## config.mk

```make
export PLATFORM = sky130hd
export DESIGN_NAME = fwd_hazard_unit
export DESIGN_NICKNAME = d
export VERILOG_FILES = /design/src/rtl/fwd_hazard_unit.sv
export SDC_FILE = /design/constraint.sdc
export NUM_CORES = 1
export LEC_CHECK = 0
export CORE_MARGIN = 4
export CORE_UTILIZATION = 34
export CTS_CLUSTER_SIZE = 16
export DETAILED_ROUTE_END_ITERATION = 8
export PLACE_DENSITY_LB_ADDON = 0.3
export SYNTH_ARGS = -nofsm -noshare
export SYNTH_HDL_FRONTEND = slang
export SYNTH_SLANG_ARGS = --single-unit
export TNS_END_PERCENT = 50
```

## constraint.sdc

```tcl
create_clock -name CLK -period 3.3 [get_ports CLK]
set_input_delay 0.99 -clock CLK [delete_from_list [all_inputs] [get_ports CLK]]
set_output_delay 0.99 -clock CLK [all_outputs]
set_load 0.005 [all_outputs]
```

## src/rtl/fwd_hazard_unit.sv

```systemverilog
// Operand forwarding select and load-use / memory-wait hazard control.
// fwd_sel, stall, bubble and freeze are combinational decisions for the current
// cycle. Only the stall FSM, its remaining-cycle counter and stall_count are
// registered.
module fwd_hazard_unit #(
    parameter int unsigned NSRC      = 2,
    parameter int unsigned NSTAGE    = 2,
    parameter int unsigned REGBITS   = 5,
    parameter int unsigned LU_CYCLES = 1,
    localparam int unsigned SELW     = $clog2(NSTAGE + 1)
) (
    input  logic                       CLK,
    input  logic                       nRST,
    input  logic [NSRC*REGBITS-1:0]    ex_rs_addr,
    input  logic [NSRC-1:0]            ex_rs_valid,
    input  logic [NSRC*REGBITS-1:0]    id_rs_addr,
    input  logic [NSRC-1:0]            id_rs_valid,
    input  logic [NSTAGE*REGBITS-1:0]  dest_addr,
    input  logic [NSTAGE-1:0]          dest_wen,
    input  logic                       ex_memread,
    input  logic [REGBITS-1:0]         ex_dest,
    input  logic                       mem_req,
    input  logic                       dmem_ready,
    output logic [NSRC*SELW-1:0]       fwd_sel,
    output logic                       stall,
    output logic                       bubble,
    output logic                       freeze,
    output logic [7:0]                 stall_count
);

    localparam int unsigned CNTW     = 4;
    localparam logic [CNTW-1:0] CNT_INIT = CNTW'(LU_CYCLES - 1);
    localparam logic LU_MULTI        = (LU_CYCLES > 1);

    typedef enum logic {
        IDLE     = 1'b0,
        LU_STALL = 1'b1
    } state_t;

    state_t            state;
    state_t            state_nxt;
    logic [CNTW-1:0]   lu_cnt;
    logic [CNTW-1:0]   lu_cnt_nxt;
    logic              lu_hit;
    logic              mem_wait;

    // Forwarding select: scan far-to-near so the nearest matching stage wins.
    always_comb begin
        fwd_sel = '0;
        for (int k = 0; k < int'(NSRC); k++) begin
            if (ex_rs_valid[k]) begin
                for (int s = int'(NSTAGE) - 1; s >= 0; s--) begin
                    if (dest_wen[s] &&
                        (dest_addr[s*REGBITS +: REGBITS] == ex_rs_addr[k*REGBITS +: REGBITS]) &&
                        (dest_addr[s*REGBITS +: REGBITS] != '0)) begin
                        fwd_sel[k*SELW +: SELW] = SELW'(s + 1);
                    end
                end
            end
        end
    end

    // Load in ID/EX whose result is needed by the instruction in IF/ID.
    always_comb begin
        lu_hit = 1'b0;
        if (ex_memread && (ex_dest != '0)) begin
            for (int k = 0; k < int'(NSRC); k++) begin
                if (id_rs_valid[k] && (id_rs_addr[k*REGBITS +: REGBITS] == ex_dest)) begin
                    lu_hit = 1'b1;
                end
            end
        end
    end

    // Data memory still busy: the whole pipeline must wait.
    always_comb begin
        mem_wait = mem_req & ~dmem_ready;
    end

    // Stall FSM state and remaining-cycle counter.
    always_ff @(posedge CLK or negedge nRST) begin
        if (!nRST) begin
            state  <= IDLE;
            lu_cnt <= '0;
        end else begin
            state  <= state_nxt;
            lu_cnt <= lu_cnt_nxt;
        end
    end

    // Next state: frozen cycles hold everything and ignore new hazards.
    always_comb begin
        state_nxt  = state;
        lu_cnt_nxt = lu_cnt;
        if (!mem_wait) begin
            case (state)
                IDLE: begin
                    if (lu_hit && LU_MULTI) begin
                        state_nxt  = LU_STALL;
                        lu_cnt_nxt = CNT_INIT;
                    end
                end
                LU_STALL: begin
                    if (lu_cnt <= CNTW'(1)) begin
                        state_nxt  = IDLE;
                        lu_cnt_nxt = '0;
                    end else begin
                        lu_cnt_nxt = lu_cnt - CNTW'(1);
                    end
                end
                default: begin
                    state_nxt  = IDLE;
                    lu_cnt_nxt = '0;
                end
            endcase
        end
    end

    // Control outputs; all forced low while reset is asserted.
    always_comb begin
        stall  = 1'b0;
        bubble = 1'b0;
        freeze = 1'b0;
        if (nRST) begin
            freeze = mem_wait;
            if (mem_wait) begin
                stall = 1'b1;
            end else if ((state == LU_STALL) || lu_hit) begin
                stall  = 1'b1;
                bubble = 1'b1;
            end
        end
    end

    // Saturating count of cycles lost to stall or freeze.
    always_ff @(posedge CLK or negedge nRST) begin
        if (!nRST) begin
            stall_count <= '0;
        end else if ((stall || freeze) && (stall_count != 8'hFF)) begin
            stall_count <= stall_count + 8'd1;
        end
    end

endmodule

```

Word level (Yosys, flattened, before mapping)
Cells that the tools add are included.
Widths: inputs -> output; s select.
Word-level totals
  register bits after elaboration: 13
  input bits: 46
  output and inout bits: 15
  word-level logic and storage cells: 52
Operators by class
  $add $sub $neg: 2
  order comparisons: 1
  eq/ne operators: 7
  mux-type cells: 18
  bitwise logic cells: 3
  reduce and logical (&&, ||, !) cells: 18
Operator list (number)
  $eq 5x5->1: 6
  $reduce_bool 5->1: 3
  $logic_and 1x1->1: 12
  $mux 2: 6
  $mux 1: 11
  $add 8x1->8 const B: 1
  $ne 8x8->1 const B: 1
  $le 4x1->1 const B: 1
  $mux 4: 1
  $sub 4x1->4 const B: 1
  $logic_or 1x1->1: 2
  $not 1->1: 2
  $reduce_and 2->1: 1
  $and 1x1->1: 1

Logic depth before layout (Yosys ltp)
Gate-level depths: netlist (run 1).
  word-level depth: 11
  mapped depth: 6
  depth with buffers taken out: 6

Least setup slack after synthesis (run 1)
Ideal clock, no wire load.
  path type: input -> output
  start point: input port ex_dest[1]
  end point: output port stall
  arrival: 2.277 ns
  data required time: 2.310 ns
  path slack: 0.033 ns
  stages on the path: 4
  path buffers: 0
  cell sequence: or4_1 > o21a_1 > a211oi_4 > and2b_2
Between the ends
  longest elaborated chain between the ends: 9
  elaborated cells on any way between the ends: 13
  those cells by class: eq/ne: 2; mux: 6; reduce/logical: 5
RTL lines
  from (decl): RTL line 21  | input logic [REGBITS-1:0] ex_dest,
  $eq 5x5->1: RTL line 68  | if (id_rs_valid[k] && (id_rs_addr[k*REGBITS +: REGBITS] == ex_dest)) begin
  $logic_and 1x1->1: RTL line 68
  $mux 1 (2 in series): RTL line 68
  $mux 1 (*): RTL line 66  | if (ex_memread && (ex_dest != '0)) begin
  $logic_or 1x1->1 (*): RTL line 128  | end else if ((state == LU_STALL) || lu_hit) begin
  $mux 1 (*): RTL line 128
  $mux 1 (*): RTL line 126  | if (mem_wait) begin
  $mux 1 (*): RTL line 124  | if (nRST) begin
  to (decl): RTL line 25  | output logic stall,
Every way passes the cells marked *; elsewhere a longest branch is shown, timed or not.

Worst setup path after layout (run 1)
  start point: input port ex_dest[4]
  end point: output port stall
Same word-level chain as after synthesis.

==> impl_metrics.py, run 1 <==
metrics = {
    "sta": {
        "hold_viol": 0,
        "setup_slack_ns": -0.0804,
        "max_freq_mhz": 296,
        "slew_viol_final": 0,
        "fin_crit_sh": 1.02,
        "finalSetupViolCount": 1,
        "hold_slack_ns": 0.505,
        "finalSetupTns_ns": -0.0804,
        "layout_min_cycle_time_ns": 3.38,
        "slew_headroom": 0.681,
        "tightestPinTransition_ns": 0.476,
        "rsz0062_at_grt": "true",
        "finClkSkew_ns": 0.00204,
    },
    "critical_path": {
        "cp_max_fo": 3,
        "start_kind": "primary input",
        "cp_slowest_cell": "or4_1",
        "cp_cell_sequence": "buf_8 -> or4_1 -> o21a_1 -> a211oi_4 -> and2b_2 -> buf_6",
        "critPathArrivalTime_ns": 2.39,
        "endpoint_kind": "primary output",
        "critPathTopFamily": "simple AND/OR/NAND/NOR gates",
        "max_stage_delay_ns": 0.51,
        "critical_path_buf_inv_count": 2,
        "critical_path_required_ns": 2.31,
        "path_class": "primary input to primary output",
    },
    "die": {
        "die-height_microns": 64.2,
        "floorplan.rows": 20,
        "dieArea_sq_um": 4120,
        "floorplan.initialDensity": 0.355,
        "die_x_microns": 64.2,
        "io_pins": 61,
        "design.core.area_sq_um": 3030,
    },
    "route": {
        "via_per_inst": 4.78,
        "drc_errors": 0,
        "wirelength_microns": 3460,
        "vias": 1196,
        "drt-initial-drc-count": 53,
        "ant_nets": 0,
        "dr.pass1.iters": 4,
        "wl_per_cell_microns": 13.8,
    },
    "clock_network": {
        "cts_hold_buf": 0,
        "path_clk_slew_ns": 0.08,
        "numCtsBuffers": 3,
        "clockBufferDepth": 2,
        "cts_tree": "yes",
        "cts_max_level": 1,
        "clkSinkCount": 13,
        "root_buffer": "clkbuf_4",
        "clk_latency_ns": 0.27,
    },
    "global_route": {
        "busiest_layer": "met2",
        "grt_pass1_vias": 1334,
        "antenna_found_initial": 0,
        "grt_max_degree": 13,
        "grt_pass1_wl_microns": 5670,
        "grt_usage": 0.172,
        "met1_usage": 0.181,
        "grt_overflow": 0,
        "grtUsageMet2": 0.323,
        "global_route.usage.met3": 0.0387,
    },
    "yosys": {
        "syn_inst": 118,
        "synthFlopType": "dfrtp_1",
        "synth.most_common_cell": "xnor2_1",
        "synth_edf_count": 0,
        "ys_top_cells_by_area": "dfrtp_1 30%, xnor2_1 15%, xor2_1 15%",
        "ys_ff_latch": 13,
        "synth_cell_types": 27,
        "synth_top_area_share": 0.303,
        "async_reset_ff_frac": 1.00,
        "yosysTopAreaCell": "dfrtp_1",
        "avgSynthCellArea_sq_um": 9.11,
        "synth_warnings": 0,
        "syn-num-nets": 167,
        "ys_seq_area_frac": 0.303,
        "syn_area_sq_um": 1070,
        "ys_top_cells_by_count": "19 x xnor2_1, 18 x xor2_1, 13 x dfrtp_1",
    },
    "run_status": {
        "status": "finished, violations left",
        "violations": "setup timing",
    },
    "min_path": {
        "hold_class": "register to register",
    },
    "cells_and_area": {
        "area_growth_pct": 85.2,
        "multiInputGateArea_sq_um": 832,
        "drive_gt1_frac": 0.272,
        "nFillCells": 252,
        "fin_cells": 250,
        "diodes": 0,
        "nNetsFinal": 256,
        "seqCellArea_sq_um": 325,
        "final_core_util": 0.657,
    },
    "placement": {
        "hpwlAfterDp_microns": 2830,
        "port_buffers": 60,
        "dp_cells": 239,
        "gp_congestion": 0.893,
    },
    "power": {
        "p_leak_nw": 0.909,
        "ir_worst_vdd_uv": 191,
        "power_mw": 0.592,
        "pwr_density_cell_nw_per_um2": 297,
    },
    "job": {
        "cap_violations": 0,
    },
}
[worst reg2reg max path: cells and delay by family, from the launching register on]
kind	cells	cell delay, ns
flops	1	0.45
fa+ha+maj	1	0.25
simple gates	2	0.30
mux	1	0.30
compound gates	1	0.40
[power by group]
group | total, mW | leakage (nW) | switching, mW | internal [mW]
Clock | 0.0975 | 0.0150 | 0.0507 | 0.0468
Combinational | 0.270 | 0.725 | 0.101 | 0.169
Sequential | 0.224 | 0.169 | 0.0375 | 0.187
[cell type report]
| class | instances | share of cell area |
|---|---|---|
| Tap cell | 44 | 0.0277 |
| Multi-Input combinational cell | 103 | 0.418 |
| Sequential cell | 13 | 0.163 |
| Clock buffer | 4 | 0.0132 |
| Timing Repair Buffer | 84 | 0.374 |
| Inverter | 2 | 0.00377 |
[sequential cells by signal (all words and copies together), names as in the netlist]
name         flops
stall_count      8
lu_cnt           4
state            1
[timing repair]
item                       CTS  global route
gates resized for setup     78            17
pin swaps                   17            13
buffers inserted             3             4
setup endpoints to repair    7             6
[cells in the final DEF (no fill, tap or decap), types with 4 or more instances in the layout]
master,count
buf_4,22
dlymetal6s2s_1,4
dlygate4sd2_1,12
buf_2,8
dfrtp_1,13
nand3_1,8
nand2_1,10
xnor2_1,18
and2_1,4
nor3_1,4
xor2_1,18
clkdlybuf4s50_1,29
[final timing paths]
check	start	to	slack, ns	cells after the start
max in group asynchronous	nRST	lu_cnt[1]$_DFFE_PN0P_	1.96	2
min in group asynchronous	nRST	state$_DFFE_PN0N_	0.92	1
worst max register to register	stall_count[0]$_DFFE_PN0P_	stall_count[1]$_DFFE_PN0P_	1.50	5
worst min-delay path	stall_count[6]$_DFFE_PN0P_	stall_count[6]$_DFFE_PN0P_	0.51	1
worst max-delay path	ex_dest[4]	stall	-0.08	6
worst min register to register	stall_count[6]$_DFFE_PN0P_	stall_count[6]$_DFFE_PN0P_	0.51	1
[metal layers]
layer	up-vias	part of all wire
met5	-	0
met4	0	0.036
met3	11	0.051
met2	46	0.52
met1	548	0.39
li1	591	-
[logic make-up (layout without fill, tap and decap cells)]
kind of cell,count (synthesis),count (layout),share of synthesized area
and+or+nand+nor,49,49,0.256
xor gates and xnor gates,37,37,0.302
AOI/OAI and AO/OA,13,13,0.0838
DFF,13,13,0.303
adders and majority gates,3,3,0.0349
buffers and inverters,2,90,0.00699
muxes,1,1,0.0140
[stage by stage]
step	area [sq um]	worst slack, ns
after floorplan	1070	0.0326
after global placement	1860	-0.785
after detailed placement	1860	-0.807
after CTS	1920	-0.134
after global routing	1990	-0.145
final	1990	-0.0804
Note: power is estimated with default switching activity, not from simulation.
==> run 2: changes to the inputs <==
--- a/config.mk
+++ b/config.mk
@@ -10,6 +10,7 @@
 export CTS_CLUSTER_SIZE = 16
 export DETAILED_ROUTE_END_ITERATION = 8
 export PLACE_DENSITY_LB_ADDON = 0.3
+export SLEW_MARGIN = 10
 export SYNTH_ARGS = -nofsm -noshare
 export SYNTH_HDL_FRONTEND = slang
 export SYNTH_SLANG_ARGS = --single-unit
==> results of run 2 <==
The final DEF is identical to that of run 1; final timing and power are the same.
